**src/rtl/input_port_buffer_stage_pkg.sv**
```systemverilog
// Shared flit layout, type encodings and per-VC state encodings for the input port buffer stage.
// Flit layout: [15:14] type, [13:12] VC id, [11:0] payload.
package input_port_buffer_stage_pkg;

  localparam int unsigned DW      = 16;
  localparam int unsigned V       = 4;
  localparam int unsigned TypeLsb = 14;
  localparam int unsigned TypeW   = 2;
  localparam int unsigned VcIdLsb = 12;
  localparam int unsigned VcIdW   = $clog2(V);

  typedef enum logic [1:0] {
    FlitBody     = 2'b00,
    FlitHead     = 2'b01,
    FlitTail     = 2'b10,
    FlitHeadTail = 2'b11
  } flit_type_e;

  typedef enum logic [1:0] {
    VcIdle   = 2'b00,
    VcWaitVa = 2'b01,
    VcActive = 2'b10
  } vc_state_e;

  function automatic logic is_head(flit_type_e t);
    return (t == FlitHead) || (t == FlitHeadTail);
  endfunction

  function automatic logic is_tail(flit_type_e t);
    return (t == FlitTail) || (t == FlitHeadTail);
  endfunction

endpackage

```
**src/rtl/input_port_buffer_stage_if.sv**
```systemverilog
// Link/allocator-facing signal bundle of the input port buffer stage.
interface input_port_buffer_stage_if;
  import input_port_buffer_stage_pkg::*;

  logic            valid;
  logic [DW-1:0]   data;
  logic [V-1:0]    rd_en;
  logic [V-1:0]    va_grant;
  logic [V*DW-1:0] head_data;
  logic [V-1:0]    vc_not_empty;
  logic [V-1:0]    va_req;
  logic [V-1:0]    vc_active;
  logic [V-1:0]    credit_upd;
  logic            overflow_err;

  modport master (
    output valid, data, rd_en, va_grant,
    input  head_data, vc_not_empty, va_req, vc_active, credit_upd, overflow_err
  );

  modport slave (
    input  valid, data, rd_en, va_grant,
    output head_data, vc_not_empty, va_req, vc_active, credit_upd, overflow_err
  );

endinterface

```
**src/rtl/input_port_buffer_stage_vc_buffer.sv**
```systemverilog
// One virtual channel: fall-through FIFO, packet state machine and credit return register.
module input_vc_buffer
  import input_port_buffer_stage_pkg::*;
#(
  parameter int unsigned VCID      = 0,
  parameter int unsigned BUF_DEPTH = 4,
  parameter int unsigned PTR_W     = $clog2(BUF_DEPTH)
) (
  input  logic          clk,
  input  logic          rstn,
  input  logic          wr_en_i,
  input  logic [DW-1:0] wr_data_i,
  input  logic          rd_en_i,
  input  logic          va_grant_i,
  output logic [DW-1:0] head_data_o,
  output logic          not_empty_o,
  output logic          va_req_o,
  output logic          active_o,
  output logic          credit_upd_o,
  output logic          overflow_o
);

  localparam logic [PTR_W:0] FullCount = (PTR_W + 1)'(BUF_DEPTH);

  logic [DW-1:0]    mem_q [BUF_DEPTH];
  logic [PTR_W-1:0] wr_ptr_q, wr_ptr_d;
  logic [PTR_W-1:0] rd_ptr_q, rd_ptr_d;
  logic [PTR_W:0]   count_q, count_d;
  logic             overflow_q, overflow_d;
  logic             credit_q;
  logic             va_req_q, active_q;
  vc_state_e        state_q;

  logic             empty, full, push, pop;
  logic [DW-1:0]    head;
  flit_type_e       head_type;

  assign empty = (count_q == '0);
  assign full  = (count_q == FullCount);
  assign pop   = rd_en_i & ~empty;
  // A full FIFO still accepts a write when a slot frees on the same edge.
  assign push  = wr_en_i & (~full | pop);

  assign head      = mem_q[rd_ptr_q];
  assign head_type = flit_type_e'(head[TypeLsb +: TypeW]);

  always_comb begin
    wr_ptr_d   = push ? wr_ptr_q + 1'b1 : wr_ptr_q;
    rd_ptr_d   = pop ? rd_ptr_q + 1'b1 : rd_ptr_q;
    count_d    = count_q;
    if (push && !pop) begin
      count_d = count_q + 1'b1;
    end else if (!push && pop) begin
      count_d = count_q - 1'b1;
    end
    overflow_d = overflow_q | (wr_en_i & full & ~pop);
  end

  always_ff @(posedge clk or negedge rstn) begin
    if (!rstn) begin
      wr_ptr_q   <= '0;
      rd_ptr_q   <= '0;
      count_q    <= '0;
      overflow_q <= 1'b0;
      credit_q   <= 1'b0;
    end else begin
      wr_ptr_q   <= wr_ptr_d;
      rd_ptr_q   <= rd_ptr_d;
      count_q    <= count_d;
      overflow_q <= overflow_d;
      credit_q   <= pop;
    end
  end

  always_ff @(posedge clk) begin
    if (push) begin
      mem_q[wr_ptr_q] <= wr_data_i;
    end
  end

  // A body/tail flit at the head of an idle VC is a protocol error and is left stuck there.
  always_ff @(posedge clk or negedge rstn) begin
    if (!rstn) begin
      state_q  <= VcIdle;
      va_req_q <= 1'b0;
      active_q <= 1'b0;
    end else begin
      unique case (state_q)
        VcIdle: begin
          if (!empty && is_head(head_type)) begin
            state_q  <= VcWaitVa;
            va_req_q <= 1'b1;
          end
        end
        VcWaitVa: begin
          if (va_grant_i) begin
            state_q  <= VcActive;
            va_req_q <= 1'b0;
            active_q <= 1'b1;
          end
        end
        VcActive: begin
          if (pop && is_tail(head_type)) begin
            state_q  <= VcIdle;
            active_q <= 1'b0;
          end
        end
        default: begin
          state_q  <= VcIdle;
          va_req_q <= 1'b0;
          active_q <= 1'b0;
        end
      endcase
    end
  end

  assign head_data_o  = empty ? '0 : head;
  assign not_empty_o  = ~empty;
  assign va_req_o     = va_req_q;
  assign active_o     = active_q;
  assign credit_upd_o = credit_q;
  assign overflow_o   = overflow_q;

  wr_vcid_match_a: assert property (@(posedge clk) disable iff (!rstn)
    wr_en_i |-> (wr_data_i[VcIdLsb +: VcIdW] == VcIdW'(VCID)));

endmodule

```
**src/rtl/input_port_buffer_stage.sv**
```systemverilog
// Router input port: steers arriving flits to per-VC buffers and merges their overflow flags.
module input_port_buffer_stage
  import input_port_buffer_stage_pkg::*;
#(
  parameter int unsigned BUF_DEPTH = 4,
  parameter int unsigned PTR_W     = $clog2(BUF_DEPTH)
) (
  input logic                      clk,
  input logic                      rstn,
  input_port_buffer_stage_if.slave bus
);

  logic [VcIdW-1:0] wr_vcid;
  logic [V-1:0]     wr_en;
  logic [V-1:0]     overflow;
  logic [V*DW-1:0]  head_data;
  logic [V-1:0]     not_empty;
  logic [V-1:0]     va_req;
  logic [V-1:0]     active;
  logic [V-1:0]     credit_upd;

  assign wr_vcid = bus.data[VcIdLsb +: VcIdW];

  always_comb begin
    wr_en = '0;
    if (bus.valid) begin
      wr_en[wr_vcid] = 1'b1;
    end
  end

  for (genvar v = 0; v < V; v++) begin : g_vc
    input_vc_buffer #(
      .VCID      (v),
      .BUF_DEPTH (BUF_DEPTH),
      .PTR_W     (PTR_W)
    ) u_vc (
      .clk          (clk),
      .rstn         (rstn),
      .wr_en_i      (wr_en[v]),
      .wr_data_i    (bus.data),
      .rd_en_i      (bus.rd_en[v]),
      .va_grant_i   (bus.va_grant[v]),
      .head_data_o  (head_data[v*DW +: DW]),
      .not_empty_o  (not_empty[v]),
      .va_req_o     (va_req[v]),
      .active_o     (active[v]),
      .credit_upd_o (credit_upd[v]),
      .overflow_o   (overflow[v])
    );
  end

  assign bus.head_data    = head_data;
  assign bus.vc_not_empty = not_empty;
  assign bus.va_req       = va_req;
  assign bus.vc_active    = active;
  assign bus.credit_upd   = credit_upd;
  assign bus.overflow_err = |overflow;

  rd_en_onehot_a: assert property (@(posedge clk) disable iff (!rstn) $onehot0(bus.rd_en));

endmodule

```
**src/flat_wrapper.sv**
```systemverilog
// flat-port wrapper written by rule: the top's interface ports become plain ports
module input_port_buffer_stage_flat import input_port_buffer_stage_pkg::*;
#(
  parameter int unsigned BUF_DEPTH = 4,
  parameter int unsigned PTR_W     = $clog2(BUF_DEPTH)
)
  (clk, rstn, bus_valid, bus_data, bus_rd_en, bus_va_grant, bus_head_data, bus_vc_not_empty, bus_va_req, bus_vc_active, bus_credit_upd, bus_overflow_err);
  input_port_buffer_stage_if bus_i ();
  input logic clk;
  input logic rstn;
  input wire logic [$bits(bus_i.valid)-1:0] bus_valid;
  input wire logic [$bits(bus_i.data)-1:0] bus_data;
  input wire logic [$bits(bus_i.rd_en)-1:0] bus_rd_en;
  input wire logic [$bits(bus_i.va_grant)-1:0] bus_va_grant;
  output wire logic [$bits(bus_i.head_data)-1:0] bus_head_data;
  output wire logic [$bits(bus_i.vc_not_empty)-1:0] bus_vc_not_empty;
  output wire logic [$bits(bus_i.va_req)-1:0] bus_va_req;
  output wire logic [$bits(bus_i.vc_active)-1:0] bus_vc_active;
  output wire logic [$bits(bus_i.credit_upd)-1:0] bus_credit_upd;
  output wire logic [$bits(bus_i.overflow_err)-1:0] bus_overflow_err;
  assign bus_i.valid = bus_valid;
  assign bus_i.data = bus_data;
  assign bus_i.rd_en = bus_rd_en;
  assign bus_i.va_grant = bus_va_grant;
  assign bus_head_data = bus_i.head_data;
  assign bus_vc_not_empty = bus_i.vc_not_empty;
  assign bus_va_req = bus_i.va_req;
  assign bus_vc_active = bus_i.vc_active;
  assign bus_credit_upd = bus_i.credit_upd;
  assign bus_overflow_err = bus_i.overflow_err;
  input_port_buffer_stage #(.BUF_DEPTH(BUF_DEPTH), .PTR_W(PTR_W)) u_core (.clk(clk), .rstn(rstn), .bus(bus_i));
endmodule
```
**config.mk**
```make
export PLATFORM = sky130hd
export DESIGN_NAME = input_port_buffer_stage_flat
export DESIGN_NICKNAME = d
export VERILOG_FILES = /design/src/rtl/input_port_buffer_stage_pkg.sv /design/src/rtl/input_port_buffer_stage_if.sv /design/src/rtl/input_port_buffer_stage_vc_buffer.sv /design/src/rtl/input_port_buffer_stage.sv /design/src/flat_wrapper.sv
export SDC_FILE = /design/constraint.sdc
export NUM_CORES = 1
export LEC_CHECK = 0
export ABC_AREA = 1
export CAP_MARGIN = 20
export CORE_ASPECT_RATIO = 0.9
export CORE_MARGIN = 2
export CORE_UTILIZATION = 45
export CTS_CLUSTER_SIZE = 16
export DETAILED_ROUTE_END_ITERATION = 10
export HOLD_SLACK_MARGIN = 0.03
export PLACE_DENSITY_LB_ADDON = 0.25
export SLEW_MARGIN = 5
export SYNTH_ARGS = -nofsm -noshare
export SYNTH_HDL_FRONTEND = slang
export SYNTH_SLANG_ARGS = --single-unit
```
**constraint.sdc**
```tcl
create_clock -name clk -period 2.84 [get_ports clk]
set_input_delay 0.568 -clock clk [delete_from_list [all_inputs] [get_ports clk]]
set_output_delay 0.568 -clock clk [all_outputs]
set_load 0.01 [all_outputs]
```
After elaboration in Yosys (flattened, before gate mapping)
Memory sizes are Yosys's and may differ from the RTL's.
Cells that the tools add are included.
- add/sub/neg operators: 16
- $lt $le $gt $ge: 2
- equal/unequal tests: 36
- muxes and demuxes: 63
- bitwise gates (word level): 44
- reductions and logical operators: 62
- operator list (cell ; number):
    $mux 16 ; 4
    $reduce_and 3->1 ; 12
    $mux 1 ; 25
    $eq 2x2->1 const B ; 12
    $mux 2 ; 12
    $mux 3 ; 8
    $ne 2x2->1 const B ; 12
    $pmux 1 s3 ; 8
    $pmux 2 s3 ; 4
    $not 1->1 ; 20
    $logic_and 1x1->1 ; 17
    $add 2x1->2 const B ; 8
    $and 1x1->1 ; 16
    $eq 2x1->1 const B ; 8
    $add 3x1->3 const B ; 4
    $eq 3x3->1 const B ; 4
    $logic_not 1->1 ; 12
    $logic_not 3->1 ; 4
    $sub 3x1->3 const B ; 4
    $logic_not 2->1 ; 4
    $logic_or 1x1->1 ; 8
    $or 1x1->1 ; 8
    $reduce_bool 2->1 ; 4
    $mux 4 ; 1
    other kinds (4) ; 4
- register bits: 52
- memory bits (writable): 256
- logic and storage cells: 259
- memories: 4
- memory list (memory ; words ; bits a word ; read ports ; clocked after memory_dff ; wr ports ; line ; text):
    u_core.g_vc[0].u_vc.mem_q ; 4 ; 16 ; 1 ; 0 ; 1 ; input_port_buffer_stage_vc_buffer.sv:25 ; logic [DW-1:0] mem_q [BUF_DEPTH];
    u_core.g_vc[1].u_vc.mem_q ; 4 ; 16 ; 1 ; 0 ; 1 ; input_port_buffer_stage_vc_buffer.sv:25 ;
    u_core.g_vc[2].u_vc.mem_q ; 4 ; 16 ; 1 ; 0 ; 1 ; input_port_buffer_stage_vc_buffer.sv:25 ;
    u_core.g_vc[3].u_vc.mem_q ; 4 ; 16 ; 1 ; 0 ; 1 ; input_port_buffer_stage_vc_buffer.sv:25 ;

Longest topological paths before layout
Gate-level depths: netlist (run 1).
- depth after elaboration: 10
- mapped depth: 11

Modules after synthesis
Synthesis (run 1) repeated with hierarchy kept, for this count alone.
- cell total of the unflattened synthesis: 1105
- area total of the unflattened synthesis: 12938.7 µm²
- by module, submodules not included (module ; instances ; cells each ; area each (µm²) ; seq. area each (µm²)):
    input_vc_buffer (u_core.g_vc[0].u_vc ...) ; 3 ; 274 ; 3231.8 ; 2247.2
    input_vc_buffer (u_core.g_vc[2].u_vc) ; 1 ; 272 ; 3201.8 ; 2247.2
    input_port_buffer_stage ; 1 ; 11 ; 41.3 ; 0.0

Worst setup path after synthesis (run 1)
No wires, ideal clock.
- path kind: input to register
- start point: in bus_valid
- end point: reg u_core.g_vc[1].u_vc.count_q[2]
- library setup time: 131 ps
- data arrival time: 2042 ps
- data required time: 2709 ps
- slack: 667 ps
- stages on the path: 10
- path through: inv_1 nor3_2 nand2_1 inv_1 ha_1 inv_1 fa_1 a21oi_1 o21ai_0 xor2_1
- word-level cells in the longest chain between the ends: 5
- ends and longest elaborated chain (item ; line ; text):
    from (decl) ; flat_wrapper.sv:11 ; input wire logic [$bits(bus_i.valid)-1:0] bus_valid;
    $mux 4 * ; input_port_buffer_stage.sv:26 ; if (bus.valid) begin
    $and 1x1->1 * ; input_port_buffer_stage_vc_buffer.sv:42 ; assign push = wr_en_i & (~full | pop);
    named net u_core.g_vc[1].u_vc.push ; input_port_buffer_stage_vc_buffer.sv:34 ; logic empty, full, push, pop;
    $logic_not 1->1 ; input_port_buffer_stage_vc_buffer.sv:53 ; end else if (!push && pop) begin
    $logic_and 1x1->1 ; input_port_buffer_stage_vc_buffer.sv:53 ;
    $reduce_bool 2->1 (no line) ; -- ;
    to (signal assigned) ; input_port_buffer_stage_vc_buffer.sv:69 ; count_q <= count_d;
    to (decl) ; input_port_buffer_stage_vc_buffer.sv:28 ; logic [PTR_W:0] count_q, count_d;
The timed path passes the listed nets; every way through them passes the cells marked *.
A chain may end at the register's enable or synchronous reset.

Final worst setup path (run 1)
- start point: reg u_core.g_vc[1].u_vc.count_q[0]
- end point: out bus_head_data[27]
- word-level cells in the longest chain between the ends: 2
- ends and longest elaborated chain (item ; line ; text):
    $logic_not 3->1 ; input_port_buffer_stage_vc_buffer.sv:38 ; assign empty = (count_q == '0);
    $mux 16 ; input_port_buffer_stage_vc_buffer.sv:117 ; assign head_data_o = empty ? '0 : head;
    to (decl) ; flat_wrapper.sv:15 ; output wire logic [$bits(bus_i.head_data)-1:0] bus_head_data;
No other way between the ends.

==> flow_metrics.py, run 1 <==
metrics = {
    "run_status": {
        "status": "complete, no violations",
    },
    "cells_and_area": {
        "area_growth_pct": 22.6,
        "mostFrequentLayoutCell": "nor2_1",
        "fill_cells": 2347,
        "final_cells": 1635,
        "fin_area_mm2": 0.0159,
        "multi_input_area_mm2": 0.00323,
        "nNetsFinal": 1299,
        "drive_gt1_share_pct": 13.8,
        "regArea_mm2": 0.00900,
        "final_cell_mix": "nor2_1 (267), edfxtp_1 (256), o21ai_0 (125), clkdlybuf4s50_1 (90), inv_1 (84)",
    },
    "setup_path": {
        "crit_type": "flop to output pin",
        "r2r_slack_ps": 840,
        "cp_max_fo": 11,
        "crit_path_top_delay_cell": "clkdlybuf4s50_1",
        "regToRegEndpoint": "u_core.g_vc[3].u_vc.count_q[1]$_DFFE_PN0P_",
        "r2r_cells": 8,
        "crit_buf_inv": 3,
        "setup.worst_path.start_class": "flop",
        "r2r_start": "u_core.g_vc[3].u_vc.count_q[1]$_DFFE_PN0P_",
        "arrival_ps": 2180,
        "crit_family": "buffers and inverters",
        "max_stage_delay_ps": 500,
        "setup.worst_path.end_class": "output pin",
        "path_cells": "nor2_4, nand2_1, inv_2, buf_6, a21oi_1, clkdlybuf4s50_1",
        "worstPathRequired_ps": 2270,
    },
    "routing": {
        "drt_iter0_drc": 633,
        "wl_per_cell_um": 17.7,
        "wirelength_um": 28900,
        "post-route-drc-count": 0,
        "via_per_inst": 5.03,
        "firstDrtPassIters": 5,
        "drtAntennaViolNets": 0,
        "vias": 8222,
    },
    "timing": {
        "setup_viol": 0,
        "timing.final.ws_setup_ps": 88.6,
        "layout_min_cycle_time_ps": 2750,
        "skew_ps": 14.4,
        "report.final.slew_viol_count": 0,
        "slew_headroom_pct": 44.6,
        "tightest_slew_ps": 828,
        "rsz0062_at_grt": "yes",
        "hold_viol": 0,
        "fmax_ghz": 0.363,
        "min_period_over_period_pct": 96.9,
    },
    "floorplanning": {
        "die_x_um": 183,
        "start_util_pct": 46.1,
        "dieArea_mm2": 0.0302,
        "rows": 58,
        "design.core.area_mm2": 0.0282,
        "die_h_um": 165,
        "ios": 108,
    },
    "place": {
        "placed_area_mm2": 0.0146,
        "pre_cts_ws_ps": -85.5,
        "hpwlAfterDp_um": 17700,
        "portBuffers": 107,
        "place.gp.congestion": 0.774,
        "dp.cells": 1567,
    },
    "grt": {
        "grt_max_degree": 53,
        "grt_pass1_wl_um": 44000,
        "antenna_found_initial": 0,
        "grt_pass1_vias": 7885,
        "globalRoute.totalOverflow": 0,
        "grtUsageMet1_pct": 26.5,
        "met3_usage_pct": 2.82,
        "grt_usage_pct": 19.2,
        "busiest_layer": "met2",
        "met2_usage_pct": 32.0,
    },
    "power": {
        "peakVddDrop_mv": 0.460,
        "power_per_cell_area_mw_per_mm2": 1060,
        "leakage_nw": 6.16,
    },
    "logic_synthesis": {
        "synth_area_mm2": 0.0130,
        "ys_seq_area_share_pct": 69.3,
        "syn_inst": 1096,
        "synth_nets": 1147,
        "synth_cell_type_count": 30,
        "yosysWarnings": 0,
        "avgSynthCellArea_um2": 11.8,
        "ys_seq_elements": 308,
    },
    "clocking": {
        "clkSlewWorstSetupHoldPaths_ps": 60,
        "clk_latency_ps": 500,
        "cts_buffer_depth": 3,
        "cts_inserted_buffers": 34,
        "h-tree-depth": 2,
        "cts_root_buf": "clkbuf_16",
        "cts.sinks": 308,
        "cts_tree": "built",
    },
    "min_path": {
        "hold_path.class": "input pin to async pin",
    },
    "flow_run": {
        "drv_cap": 0,
    },
}
## worst max path at each step
stage                                                startpoint                                    endpoint  slack [ps]  cells past startpoint
global placement                                   bus_data[13]  u_core.g_vc[1].u_vc.count_q[2]$_DFFE_PN0P_         -70                     11
global route        u_core.g_vc[2].u_vc.rd_ptr_q[0]$_DFFE_PN0N_                           bus_head_data[37]         -30                      6
finish               u_core.g_vc[1].u_vc.count_q[0]$_DFFE_PN0P_                           bus_head_data[27]          90                      6
floorplan                                             bus_valid  u_core.g_vc[1].u_vc.count_q[2]$_DFFE_PN0P_         670                     10
CTS                 u_core.g_vc[1].u_vc.rd_ptr_q[0]$_DFFE_PN0N_                           bus_head_data[26]          -9                      6
detailed placement                                 bus_data[13]  u_core.g_vc[1].u_vc.count_q[2]$_DFFE_PN0P_         -90                     11
## layout make-up
class                      instances  area share [%]
inverter                          94            2.39
multi-input combinational        634            20.3
clock buffer                      53            6.52
timing repair buffer             176            10.7
clock inverter                     9           0.598
sequential                       308            56.6
antenna                            1          0.0157
tap                              360            2.83
## power breakdown
group	leakage, nW	total [W]	switching, W	internal, W
Clock	0.552	0.00438	0.00169	0.00269
Combinational	2.70	0.00661	0.00367	0.00294
Sequential	2.91	0.00585	0.000389	0.00546
## routing by layer
layer  part of all wire, %  vias up
met5                     0        -
met4                   1.7        0
li1                      -     3995
met1                    46     3991
met2                    48      198
met3                   4.5       38
## logic make-up after synthesis
logic type | after synthesis | share of synthesized area, %
AO/OA/AOI/OAI | 202 | 8.26
XOR/XNOR | 20 | 1.35
adder cells (fa/ha/maj) | 24 | 2.55
buffers and inverters | 154 | 6.10
flip-flops | 308 | 69.3
multiplexers | 4 | 0.347
AND/OR/NAND/NOR | 384 | 12.1
## cells in the mapped netlist
library cell | number | area (um2)
nor2_1 | 267 | 1000
edfxtp_1 | 256 | 7690
o21ai_0 | 125 | 626
inv_1 | 86 | 323
nand2_1 | 76 | 285
a21oi_1 | 59 | 295
dfrtp_1 | 52 | 1300
buf_4 | 33 | 248
nand3_1 | 24 | 120
ha_1 | 20 | 250
xor2_1 | 16 | 140
buf_2 | 11 | 55.1
o21ai_1 | 10 | 50.1
buf_6 | 8 | 90.1
nand3_2 | 6 | 60.1
a21oi_4 | 4 | 65.1
clkbuf_1 | 4 | 15.0
clkbuf_2 | 4 | 20.0
fa_1 | 4 | 80.1
inv_2 | 4 | 15.0
inv_4 | 4 | 25.0
mux2_2 | 4 | 45.0
nor2_4 | 4 | 45.0
xnor2_1 | 4 | 35.0
a21oi_2 | 3 | 26.3
nor3_2 | 3 | 30.0
nand2_2 | 2 | 12.5
nand4_1 | 1 | 6.26
nor3_1 | 1 | 5.00
o21ai_2 | 1 | 8.76
## timing repair
item                                    CTS  global route
buffers inserted                          3             2
hold buffers                              0             0
gates resized for setup                  15            39
endpoints found under the setup margin   45            37
pin swaps                                 2            14
hold endpoints to repair                  0             0
## through the flow
stage                     TNS (ps)  total power (W)  utilization, %  hold slack, ps
after floorplan                  0          0.00978               -             272
after global placement       -67.5           0.0123            51.7             447
after detailed placement     -85.5           0.0124            51.7             454
after CTS                    -8.96           0.0169            56.0             258
after global routing         -43.6           0.0179            56.4             272
final                            0           0.0168            56.4             212
## sequential cells by signal (all words and copies together), names as in the netlist
register                       count
u_core.g_vc.u_vc.mem_q           256
u_core.g_vc.u_vc.count_q          12
u_core.g_vc.u_vc.rd_ptr_q          8
u_core.g_vc.u_vc.state_q           8
u_core.g_vc.u_vc.wr_ptr_q          8
u_core.g_vc.u_vc.active_o          4
u_core.g_vc.u_vc.credit_upd_o      4
u_core.g_vc.u_vc.overflow_o        4
u_core.g_vc.u_vc.va_req_o          4
Note: power is estimated with default switching activity, not from simulation.
==> run 2: changes to the inputs <==
- CAP_MARGIN: 20 -> unset
==> results of run 2 <==
The final DEF is identical to that of run 1; final timing and power are the same.
==> edit (flow settings as in run 1) <==
The 3 states of `vc_state_e` get a one-hot encoding in 3 bits.
--- a/src/rtl/input_port_buffer_stage_pkg.sv
+++ b/src/rtl/input_port_buffer_stage_pkg.sv
@@ -18,6 +18,6 @@
 
-  typedef enum logic [1:0] {
-    VcIdle   = 2'b00,
-    VcWaitVa = 2'b01,
-    VcActive = 2'b10
+  typedef enum logic [2:0] {
+    VcIdle   = 3'b001,
+    VcWaitVa = 3'b010,
+    VcActive = 3'b100
   } vc_state_e;
Function: same outputs for any inputs over 4 cycles, from zero or initial values and one cycle with rstn low; so few cycles prove little.
==> edit against run 1 <==
Sequential power rose by 1%. Total power shrank 2.4%. Wire length is 0.72% higher. Count of clock-buffer cells in the layout decreased by 11. Sequential cell count grew 4. Area after synthesis increased by 2.3%. Final area increased by 2.1%. Setup slack worse by 0.023 ns. Critical path type unchanged.
==> edit: results (changes against run 1) <==
| Metric | Value |
|---|---|
| Status | finished clean (unchanged) |
| R2R setup slack | 0.66 ns (was 0.84 ns) |
| First-pass GRT wire length | 45130 µm (was 44050 µm) |
| Share of post-route cells with drive strength above 1 | 16.11% (was 13.81%) |
| Htree depth | 1 (was 2) |
| Initial antenna violation count | 0 (unchanged) |
| Overall routing resource usage | 18.95% (was 19.22%) |
| WL per Instance | 16.99 µm (was 17.67 µm) |
| Reg2Reg Depth | 10 (was 8) |
| Max VDD drop | 0.6279 mV (was 0.4598 mV) |
| Crit path to | bus_head_data[13] (was bus_head_data[27]) |
| Cell Count, Final, Fillers Out | 1712 (was 1635) |
| Post-DP HPWL | 18240 µm (was 17700 µm) |
| Dominant cells by area after synthesis | edfxtp_1 (58%), dfrtp_1 (9.8%), nor2_1 (7.3%) (was edfxtp_1 (59%), dfrtp_1 (10%), nor2_1 (7.7%)) |
| Leakage | 6.513 nW (was 6.162 nW) |
| Post-synthesis sequential area ratio | 68.56% (was 69.32%) |
| Crit path from | u_core.g_vc[0].u_vc.count_q[2]$_DFFE_PN0P_ (was u_core.g_vc[1].u_vc.count_q[0]$_DFFE_PN0P_) |
| Vias in the first global route | 8167 (was 7885) |
| Gpl congestion | 0.7622 (was 0.7743) |
| Min Hold Slack | 0.03471 ns (was 0.2115 ns) |
| Pre-CTS setup slack | -0.06684 ns (was -0.08552 ns) |
| Post-Route Skew | 0.01592 ns (was 0.01436 ns) |
| Biggest regs | u_core.g_vc.u_vc.mem_q x256, u_core.g_vc.u_vc.count_q x12, u_core.g_vc.u_vc.state_q x12 (was u_core.g_vc.u_vc.mem_q x256, u_core.g_vc.u_vc.count_q x12) |
| Worst Path Max Fanout | 9 (was 11) |
| Initial DRC count | 639 (was 633) |
| Placed Area | 14910 µm² (was 14560 µm²) |
| Period minus WS final | 2.775 ns (was 2.751 ns) |
| Cts bufs inserted | 31 (was 34) |
| Nets | 1343 (was 1299) |
| Synth Net Count | 1181 (was 1147) |
| Largest net degree at the start of global routing | 57 (was 53) |
| Max stage delay on crit path | 0.55 ns (was 0.50 ns) |
| Clk_lat worst skew | 0.55 ns (was 0.50 ns) |
| Syn_area_per_cell | 11.74 µm² (was 11.83 µm²) |
| RR Endpoint | u_core.g_vc[2].u_vc.count_q[1]$_DFFE_PN0P_ (was u_core.g_vc[3].u_vc.count_q[1]$_DFFE_PN0P_) |
| Synth cell types | 35 (was 30) |
| Most frequent cells after synthesis | nor2_1 (259), edfxtp_1 (256), inv_1 (97), o21ai_0 (82), nand2_1 (73) (was nor2_1 (267), edfxtp_1 (256), o21ai_0 (125), inv_1 (86), nand2_1 (76)) |
edit: worst min path at each step:
| stage | startpoint | end | cells past startpoint |
|---|---|---|---|
| after floorplan | rstn | u_core.g_vc[0].u_vc.active_o$_DFFE_PN0P_ | 0 |
| after global placement | u_core.g_vc[3].u_vc.overflow_o$_DFF_PN0_ | u_core.g_vc[3].u_vc.overflow_o$_DFF_PN0_ | 2 |
| after detailed placement | u_core.g_vc[3].u_vc.overflow_o$_DFF_PN0_ | u_core.g_vc[3].u_vc.overflow_o$_DFF_PN0_ | 2 |
| after CTS | rstn | u_core.g_vc[2].u_vc.va_req_o$_DFFE_PN0P_ | 2 |
| after global routing | rstn | u_core.g_vc[2].u_vc.state_q[1]$_DFFE_PN0P_ | 2 |
| final | rstn | u_core.g_vc[1].u_vc.va_req_o$_DFFE_PN0P_ | 2 |
edit: area by class of cell:
| class | count | area (µm²) |
|---|---|---|
| clock inverters | 15 | 72.57 |
| multi-input cells | 645 | 3318 |
| well taps | 396 | 495.5 |
| clock buffers | 42 | 867.1 |
| fillers | 2459 | 12710 |
| inverters | 113 | 473.0 |
| flip-flops and latches | 312 | 9106 |
| repair buffers | 189 | 1897 |
edit: repair_timing:
action	in CTS	in global routing
setup endpoints to repair	60	49
pin swaps	1	2
hold buffers	0	0
gates resized for setup	37	44
gates cloned	0	1
setup buffers	11	6
edit: routing by layer:
layer / track usage, % / wire length, µm / up-vias
li1: - / - / 4120
met1: 27.18 / 13460 / 4111
met2: 30.81 / 13560 / 211
met3: 2.471 / 1394 / 42
met4: 4.658 / 679 / 0
met5: 0 / 0 / -
edit: kinds of logic after synthesis:
logic type / count (synthesis) / share of synthesized area (%)
AO/OA/AOI/OAI: 189 / 7.320
XOR/XNOR: 16 / 1.056
adder cells (fa/ha/maj): 24 / 2.490
buffers and inverters: 173 / 6.782
flip-flops: 312 / 68.56
multiplexers: 4 / 0.3396
AND/OR/NAND/NOR: 412 / 13.45
edit: worst register-to-register path, cell delays in order (launching register included):
cell	delay, ns
dfrtp_1	0.40
nor2_2	0.17
nand2_2	0.14
nand2_4	0.14
nand3_2	0.11
nand2_2	0.09
inv_2	0.05
ha_1	0.18
inv_1	0.10
fa_1	0.41
mux2_2	0.27
edit: where the power goes:
| part | leakage, nW | switching [mW] | internal (mW) |
|---|---|---|---|
| Clock | 0.457 | 1.62 | 2.12 |
| Combinational | 3.09 | 3.78 | 3.00 |
| Sequential | 2.97 | 0.386 | 5.53 |
